$ cat src/rtl/bus_owner_ctrl.sv
// bus_owner_ctrl: turns the arbiter's combinational grant into a locked,
// fixed-length bus tenure. A captured owner keeps the bus for L+1 beats
// unless it drops its request, and every tenure ends with a one-cycle
// turnaround (GAP) that carries the done/abort pulse.
module bus_owner_ctrl #(
    parameter int N_DEV = 4,
    parameter int NUM_W = 2,
    parameter int LEN_W = 4
) (
    input  logic                     clk,
    input  logic                     rst,
    input  logic [N_DEV-1:0]         req,
    input  logic [N_DEV-1:0]         grant,
    input  logic [NUM_W-1:0]         grant_num,
    input  logic                     available,
    input  logic [N_DEV*LEN_W-1:0]   len,
    output logic [N_DEV-1:0]         owner,
    output logic [NUM_W-1:0]         owner_num,
    output logic                     bus_busy,
    output logic                     beat_valid,
    output logic [LEN_W-1:0]         beat_cnt,
    output logic                     last,
    output logic [N_DEV-1:0]         done,
    output logic                     abort
);

    typedef enum logic [1:0] {
        S_IDLE = 2'd0,
        S_XFER = 2'd1,
        S_GAP  = 2'd2
    } state_t;

    state_t             state_reg, state_next;
    logic [N_DEV-1:0]   owner_reg, owner_next;
    logic [NUM_W-1:0]   owner_num_reg, owner_num_next;
    logic [LEN_W-1:0]   beat_cnt_reg, beat_cnt_next;
    logic [LEN_W-1:0]   len_lat_reg, len_lat_next;
    logic [N_DEV-1:0]   done_reg, done_next;
    logic               abort_reg, abort_next;

    // Capture is driven purely by grant_num; the one-hot grant is redundant
    // with it, so it is folded here only to mark it as deliberately unused.
    logic               unused_grant;
    assign unused_grant = ^grant;

    logic [LEN_W-1:0]   len_field [N_DEV];
    logic [N_DEV-1:0]   grant_dec;
    logic [N_DEV-1:0]   owner_dec;
    logic               in_xfer;
    logic               last_beat;

    // Per-device burst-length slices and one-hot decodes of the two indices.
    generate
        for (genvar gi = 0; gi < N_DEV; gi++) begin : g_dev
            assign len_field[gi] = len[gi*LEN_W +: LEN_W];
            assign grant_dec[gi] = (grant_num == NUM_W'(gi));
            assign owner_dec[gi] = (owner_num_reg == NUM_W'(gi));
        end
    endgenerate

    assign in_xfer   = (state_reg == S_XFER);
    assign last_beat = in_xfer && (beat_cnt_reg == len_lat_reg);

    assign owner      = owner_reg;
    assign owner_num  = owner_num_reg;
    assign bus_busy   = in_xfer;
    assign beat_valid = in_xfer;
    assign beat_cnt   = beat_cnt_reg;
    assign last       = last_beat;
    assign done       = done_reg;
    assign abort      = abort_reg;

    // State and output registers; reset wins over any burst in flight.
    always_ff @(posedge clk) begin
        if (rst) begin
            state_reg     <= S_IDLE;
            owner_reg     <= '0;
            owner_num_reg <= '0;
            beat_cnt_reg  <= '0;
            len_lat_reg   <= '0;
            done_reg      <= '0;
            abort_reg     <= 1'b0;
        end else begin
            state_reg     <= state_next;
            owner_reg     <= owner_next;
            owner_num_reg <= owner_num_next;
            beat_cnt_reg  <= beat_cnt_next;
            len_lat_reg   <= len_lat_next;
            done_reg      <= done_next;
            abort_reg     <= abort_next;
        end
    end

    // Next-state logic: capture in IDLE, count beats in XFER, clear in GAP.
    always_comb begin
        state_next     = state_reg;
        owner_next     = owner_reg;
        owner_num_next = owner_num_reg;
        beat_cnt_next  = beat_cnt_reg;
        len_lat_next   = len_lat_reg;
        done_next      = done_reg;
        abort_next     = abort_reg;

        case (state_reg)
            S_IDLE: begin
                if (!available) begin
                    state_next     = S_XFER;
                    owner_num_next = grant_num;
                    owner_next     = grant_dec;
                    len_lat_next   = len_field[grant_num];
                    beat_cnt_next  = '0;
                end
            end
            S_XFER: begin
                // Completion is checked first so a request dropped on the
                // final beat still counts as a finished burst.
                if (last_beat) begin
                    state_next = S_GAP;
                    done_next  = owner_dec;
                end else if (!req[owner_num_reg]) begin
                    state_next = S_GAP;
                    abort_next = 1'b1;
                end else begin
                    beat_cnt_next = beat_cnt_reg + LEN_W'(1);
                end
            end
            S_GAP: begin
                state_next    = S_IDLE;
                owner_next    = '0;
                beat_cnt_next = '0;
                done_next     = '0;
                abort_next    = 1'b0;
            end
            default: begin
                state_next = S_IDLE;
            end
        endcase
    end

endmodule

$ cat config.mk
export PLATFORM = sky130hd
export DESIGN_NAME = bus_owner_ctrl
export DESIGN_NICKNAME = d
export VERILOG_FILES = /design/src/rtl/bus_owner_ctrl.sv
export SDC_FILE = /design/constraint.sdc
export NUM_CORES = 1
export LEC_CHECK = 0
export CAP_MARGIN = 30
export CORE_MARGIN = 5
export CORE_UTILIZATION = 48
export CTS_BUF_LIST = sky130_fd_sc_hd__clkbuf_8
export DETAILED_ROUTE_END_ITERATION = 7
export GPL_ROUTABILITY_DRIVEN = 0
export PLACE_DENSITY = 0.87
export SKIP_CTS_REPAIR_TIMING = 1
export SKIP_LAST_GASP = 1
export SYNTH_ARGS = -nofsm -noshare
export SYNTH_HDL_FRONTEND = slang
export SYNTH_SLANG_ARGS = --single-unit
export TNS_END_PERCENT = 30
$ cat constraint.sdc
create_clock -name clk -period 2.7 [get_ports clk]
set_clock_uncertainty 0.05 [all_clocks]
set_input_delay 0.405 -clock clk [delete_from_list [all_inputs] [get_ports clk]]
set_output_delay 0.405 -clock clk [all_outputs]
set_load 0.02 [all_outputs]
# Yosys cells after proc, flatten, opt, wreduce, memory -nomap -nowiden

Cells that the tools add are included.

Output and inout port bits: 18
Bits of input ports: 29
Word-level logic and storage cells: 60
Register bits after elaboration: 21

Muxes and demuxes: 20
Equality and inequality tests: 15
$add $sub $neg: 1
Reduce and logical (&&, ||, !) cells: 13
Order comparisons: 2
Bitwise logic cells: 2

Operators with widths:

| cell                                                                          | count |
|---|---|
| 4-bit 2-to-1 mux                                                              | 7 |
| 4-bit one-hot mux with 2 select lines                                         | 2 |
| 4-bit one-hot mux with 3 select lines                                         | 1 |
| 2-bit == test (second input constant)                                         | 5 |
| 4-bit binary-select mux with 2-bit select                                     | 1 |
| 2-bit inequality test (second input constant)                                 | 4 |
| 2-bit AND reduction                                                           | 4 |
| 2-bit by 1-bit == test with 1-bit output (second input constant)              | 3 |
| 2-bit logical NOT                                                             | 3 |
| 2-bit 2-to-1 mux                                                              | 3 |
| 4-bit by 1-bit adder with 4-bit output (second input constant)                | 1 |
| 4-bit == test                                                                 | 1 |
| 2-bit one-hot mux with 2 select lines                                         | 1 |
| 4-bit AND reduction                                                           | 1 |
| 2-bit nonzero test                                                            | 2 |
| 3-bit greater-or-equal comparator (second input constant)                     | 1 |
| 2-bit by 3-bit less-than comparator with 1-bit output (second input constant) | 1 |
| 1-bit 2-to-1 mux                                                              | 3 |
| 3-bit inequality test (second input constant)                                 | 1 |
| 2-bit NOT with 3-bit output                                                   | 1 |
| 3-bit AND reduction                                                           | 1 |
| 3-bit nonzero test                                                            | 1 |
| 1-bit binary-select mux with 2-bit select                                     | 1 |
| 2-bit by 1-bit inequality test with 1-bit output (second input constant)      | 1 |
| 3 further kinds                                                               | 3 |

# Logic depth before layout (Yosys ltp)

Depth in word-level cells: 5
Gate-level depth with buffers: 7
Mapped depth without buffers: 6

# Worst setup path after synthesis

Ideal clock, no wire load.

Path type: flip-flop to flip-flop
Start: reg owner_num_reg[0] (netlist: owner_num[0])
End: reg abort_reg (netlist: abort)
Required time: 2,544 ps
Path buffers: 0
Period minus slack after synthesis: 1,934 ps
Setup time: 106 ps
Slack: 766 ps
Arrival: 1,778 ps
Cell stages (with the launch flop): 4
Cell sequence: dfxtp_1 -> mux4_2 -> or4_2 -> o311ai_0

Word-level cells in the longest chain between the ends: 4

RTL lines:

| element                                   | RTL line | source |
|---|---|---|
| start, declared                           | 35       | `logic [NUM_W-1:0] owner_num_reg, owner_num_next;` |
| start signal, assigned                    | 86       | `owner_num_reg <= owner_num_next;` |
| 1-bit binary-select mux with 2-bit select | 120      | `end else if (!req[owner_num_reg]) begin` |
| 1-bit 2-to-1 mux (implied by the code)    | 120      |  |
| 2-bit inequality test (no source line)    | n/a      |  |
| 3-bit AND reduction (no source line)      | n/a      |  |
| end signal, assigned                      | 90       | `abort_reg <= abort_next;` |
| end, declared                             | 39       | `logic abort_reg, abort_next;` |

No other way between the ends. The select of a mux whose other input is x is not followed.
A chain may end at the register's enable or synchronous reset.

# Worst setup path in the final report

Start: reg beat_cnt_reg[0] (netlist: beat_cnt[0])
End: out last

Word-level cells in the longest chain between the ends: 2

RTL lines:

| element                | RTL line | source |
|---|---|---|
| start, declared        | 36       | `logic [LEN_W-1:0] beat_cnt_reg, beat_cnt_next;` |
| start signal, assigned | 87       | `beat_cnt_reg <= beat_cnt_next;` |
| 4-bit == test          | 62       | `assign last_beat = in_xfer && (beat_cnt_reg == len_lat_reg);` |
| 1-bit logical AND      | 62       |  |
| end, declared          | 22       | `output logic last,` |

No other way between the ends.

==> results.md <==
- The worst pin sits at a relative slew slack of 0.5453.
- The global routing usage summed across all routing layers is 0.1810.
- Once layout is done, the placed cells without fillers occupy 0.001678 mm².
- Overall power consumption after layout is estimated at 0.8443 mW.
- Setup violations remaining at the end of the flow were counted as 0.
- The post-placement cell area is 0.001633 mm².
- The sum of net half-perimeters after detailed placement is 2425 µm.
- The number of design rule violations left after detail routing is 0.
- The longest individual stage delay on the worst path is 590 ps.
- Of the total power, the share spent switching nets is 0.3300.
- When the netlist entered floorplanning its net count stood at 169.
- The worst ir drop on vdd is 0.0002858 V.
- The type of element launching the critical path is a flip-flop.
- The first global-routing pass estimated 4947 µm of wire.
- Once detail routing completed, the nets flagged for antenna violations numbered 0.
- The data arrival time of the critical path is 2070 ps.
- The setup slack at placement is 430.1 ps.
- CTS placed an instance of clkbuf_8 at the clock tree root.
- The boundary pin count is 47.
- The buffer levels on the longest clock path is 2.
- The number of buffers added by the clock tree synthesis step is 3.
- Setup slack on the critical path of the routed design comes to 176.1 ps.
- Averaged over all synthesized cells, the footprint is 8.860 µm².
- The post-synthesis sequential area ratio is 0.3489.
- In the final layout, the multi-input gates occupy 713.2 µm².
- The overall routed net length is 3094 µm.
- The data required time at the worst endpoint is 2250 ps.
- The share of total power dissipated in combinational logic is 0.344.
- The detailed router's first-iteration violation count is 37.
- The core region area is 0.002432 mm².
- Max-cap violations in this run came to 0.
- The worst setup path is of the flip-flop to output port kind.
- The number of antenna diodes in the final layout is 0.
- On the critical path, the stage with the largest delay is an instance of clkdlybuf4s50_1.
- The flow ran to the end, and the final reports show no timing, DRC or antenna violations.
- After clock tree synthesis, the clock-pin slew on the worst setup and hold paths is 70 ps.
- The analysis attributes to cell leakage a power of 0.5864 nW.
- In the finished design, the share of the clock period the worst path needs comes to 0.9348.
- The sort of element at the end of the critical path is an output port.
- From bottom edge to top edge, the die measures 60.10 µm.
- The first TritonRoute pass finished after 4 iterations.
- The horizontal extent of the die is 60.10 µm.
- During synthesis, Yosys emitted a total of 0 warnings.
- Entering global routing, the biggest net connects 22 pins.
- Along the worst path, the maximum fanout reaches 7.
- Setup repair after global routing left no endpoint under its margin.
- The total number of vias is 1200.
- Traced cell by cell, the critical path runs through xor2_2 -> nor4_1 -> and2_1 -> clkdlybuf4s50_1.
- The clock period could shrink to 2524 ps.
- In the post-synthesis netlist, the biggest area contributors are dfxtp_1 35%, mux4_2 9.3%, a21oi_1 6.2%.
- The share of total power dissipated in sequential elements is 0.419.
- After floorplanning, the core was divided into 18 placement rows.
- In the final timing run, aggregate negative setup slack is 0 ps.
- The TritonCTS clock tree is yes.
- The proportion of layout cells with a drive suffix above 1 is 0.08046.
- The post-synthesis to final-layout area growth is 39.25%.
- After detailed routing, the number of vias per cell comes to 5.882.
- The total count of max-transition violations in the final report was 0.
- The initial antenna violation count is 0.
- The total overflow left after global routing is 0.
- The H-tree level count is 1.
- The synthesized design contains 21 register bits.
- The distinct cell type count of the synthesized netlist is 37.
- Timing would allow up to 0.3962 GHz.
- The clock latency reported for the late side of the worst-skew pair is 260 ps.
- In this run the worst hold path is classified as flip-flop to flip-flop.
- The filler cells instantiated in the layout total 211.
- After synthesis the cells add up to 0.001205 mm².
- The die covers 0.003612 mm².
- The final-report hold violation count is 0.
- The internal power of the cells totals 0.5656 mW.
- The clock share of power is 0.237.
- The area of all sequential standard cells is 420.4 µm².
- The routed wire length per instance is 15.17 µm.
- The count of input and output buffers is 42.
- The number of global-route vias before repair is 1195.
- At the pin with the least slew margin, the transition time is 674.7 ps.
- The biggest area consumer among synthesized cells is dfxtp_1.
- The final net count is 208.
- Of the post-synthesis cell area, the dominant cell type holds 0.3489.
- The clock drives 21 sinks.
- The cell count after synthesis came out at 136.
- The initial standard-cell utilization of the core is 0.4954.
- The power per unit of standard cell area is 503.2 mW/mm².
- The switching power is 0.2786 mW.
worst paths after layout:
| path | start | to | slack, ps | depth (start not counted) |
|---|---|---|---|---|
| worst max-delay path | beat_cnt[0] | last | 180 | 4 |
| worst max register to register | beat_cnt[0] | done[3] | 720 | 4 |
| worst min-delay path | done[2] | done[2] | 420 | 2 |
| worst min register to register | done[2] | done[2] | 420 | 2 |
metrics by stage:
stage / hold slack (ps) / cells / utilization
5_1_grt: 437.3 / 204 / 0.6898
2_1_floorplan: 398.1 / 136 / -
4_1_cts: 423.6 / 204 / 0.6898
3_3_place_gp: 410.3 / 200 / 0.6713
3_5_place_dp: 415.3 / 200 / 0.6713
6_report: 420.6 / 204 / 0.6898
kinds of logic after synthesis:
logic type                 after synthesis  share of synthesized area
AOI/OAI and AO/OA                       39                     0.2202
xor gates and xnor gates                 4                    0.04154
adders and majority gates                4                    0.04154
buffers and inverters                   18                    0.05919
DFF                                     21                     0.3489
muxes                                    5                    0.09346
and+or+nand+nor                         45                     0.1952
final cells by class:
type,count,area share
repair buffers,43,0.2550
well taps,30,0.02237
clock inverters,1,0.002237
clock buffers,3,0.02461
inverters,9,0.02013
multi-input cells,97,0.4251
flip-flops and latches,21,0.2506
cells in the mapped netlist (all sizes together):
cell	number
o2111ai	1
clkbuf	7
a211oi	1
inv	9
a31oi	2
a32oi	1
nand3	4
a2111oi	1
nor4	1
o21ai	6
o211ai	3
a22o	1
nor2	6
dfxtp	21
and2	1
a21oi	15
or4	5
nand2	15
nor2b	1
nor3b	3
or3	1
o311ai	3
nand4	4
xor2	4
nor3	1
nand2b	2
ha	4
o41a	1
and3	1
o41ai	2
mux4	5
a32o	2
buf	2
power groups by stage:
stage | sequential, mW | combinational [mW] | clock [mW]
4_1_cts | 0.354 | 0.291 | 0.203
6_report | 0.354 | 0.290 | 0.200
5_1_grt | 0.357 | 0.316 | 0.222
3_3_place_gp | 0.360 | 0.279 | 0
3_5_place_dp | 0.361 | 0.288 | 0
2_1_floorplan | 0.373 | 0.168 | 0
layer usage:
| layer | vias to the layer above | GRT usage | routed length [µm] |
|---|---|---|---|
| li1 | 590 | - | - |
| met1 | 547 | 0.1924 | 1210 |
| met2 | 59 | 0.3272 | 1601 |
| met3 | 4 | 0.04968 | 250 |
| met4 | 0 | 0.08228 | 32 |
| met5 | - | 0 | 0 |
critical path: cells and delay by family, from the launching register on:
family	cells	cell delay, ps
AND/OR/NAND/NOR	2	550
XOR/XNOR	1	160
buffers and inverters	1	590
flip-flops	1	510
cells in the final DEF (no fill, tap or decap), types with 2 or more instances in the layout:
master / count
nor2_1: 6
xor2_1: 2
nand2b_1: 2
nor3b_1: 3
nand4_1: 4
o311ai_0: 3
nand3_1: 4
a32o_1: 2
o211ai_1: 3
a21oi_1: 15
clkdlybuf4s50_1: 42
nand2_1: 15
inv_1: 10
mux4_2: 5
xor2_2: 2
o21ai_0: 6
dfxtp_1: 21
clkbuf_8: 3
or4_1: 4
ha_1: 4
a31oi_1: 2
No activity file was read; power rests on OpenSTA's default activity.
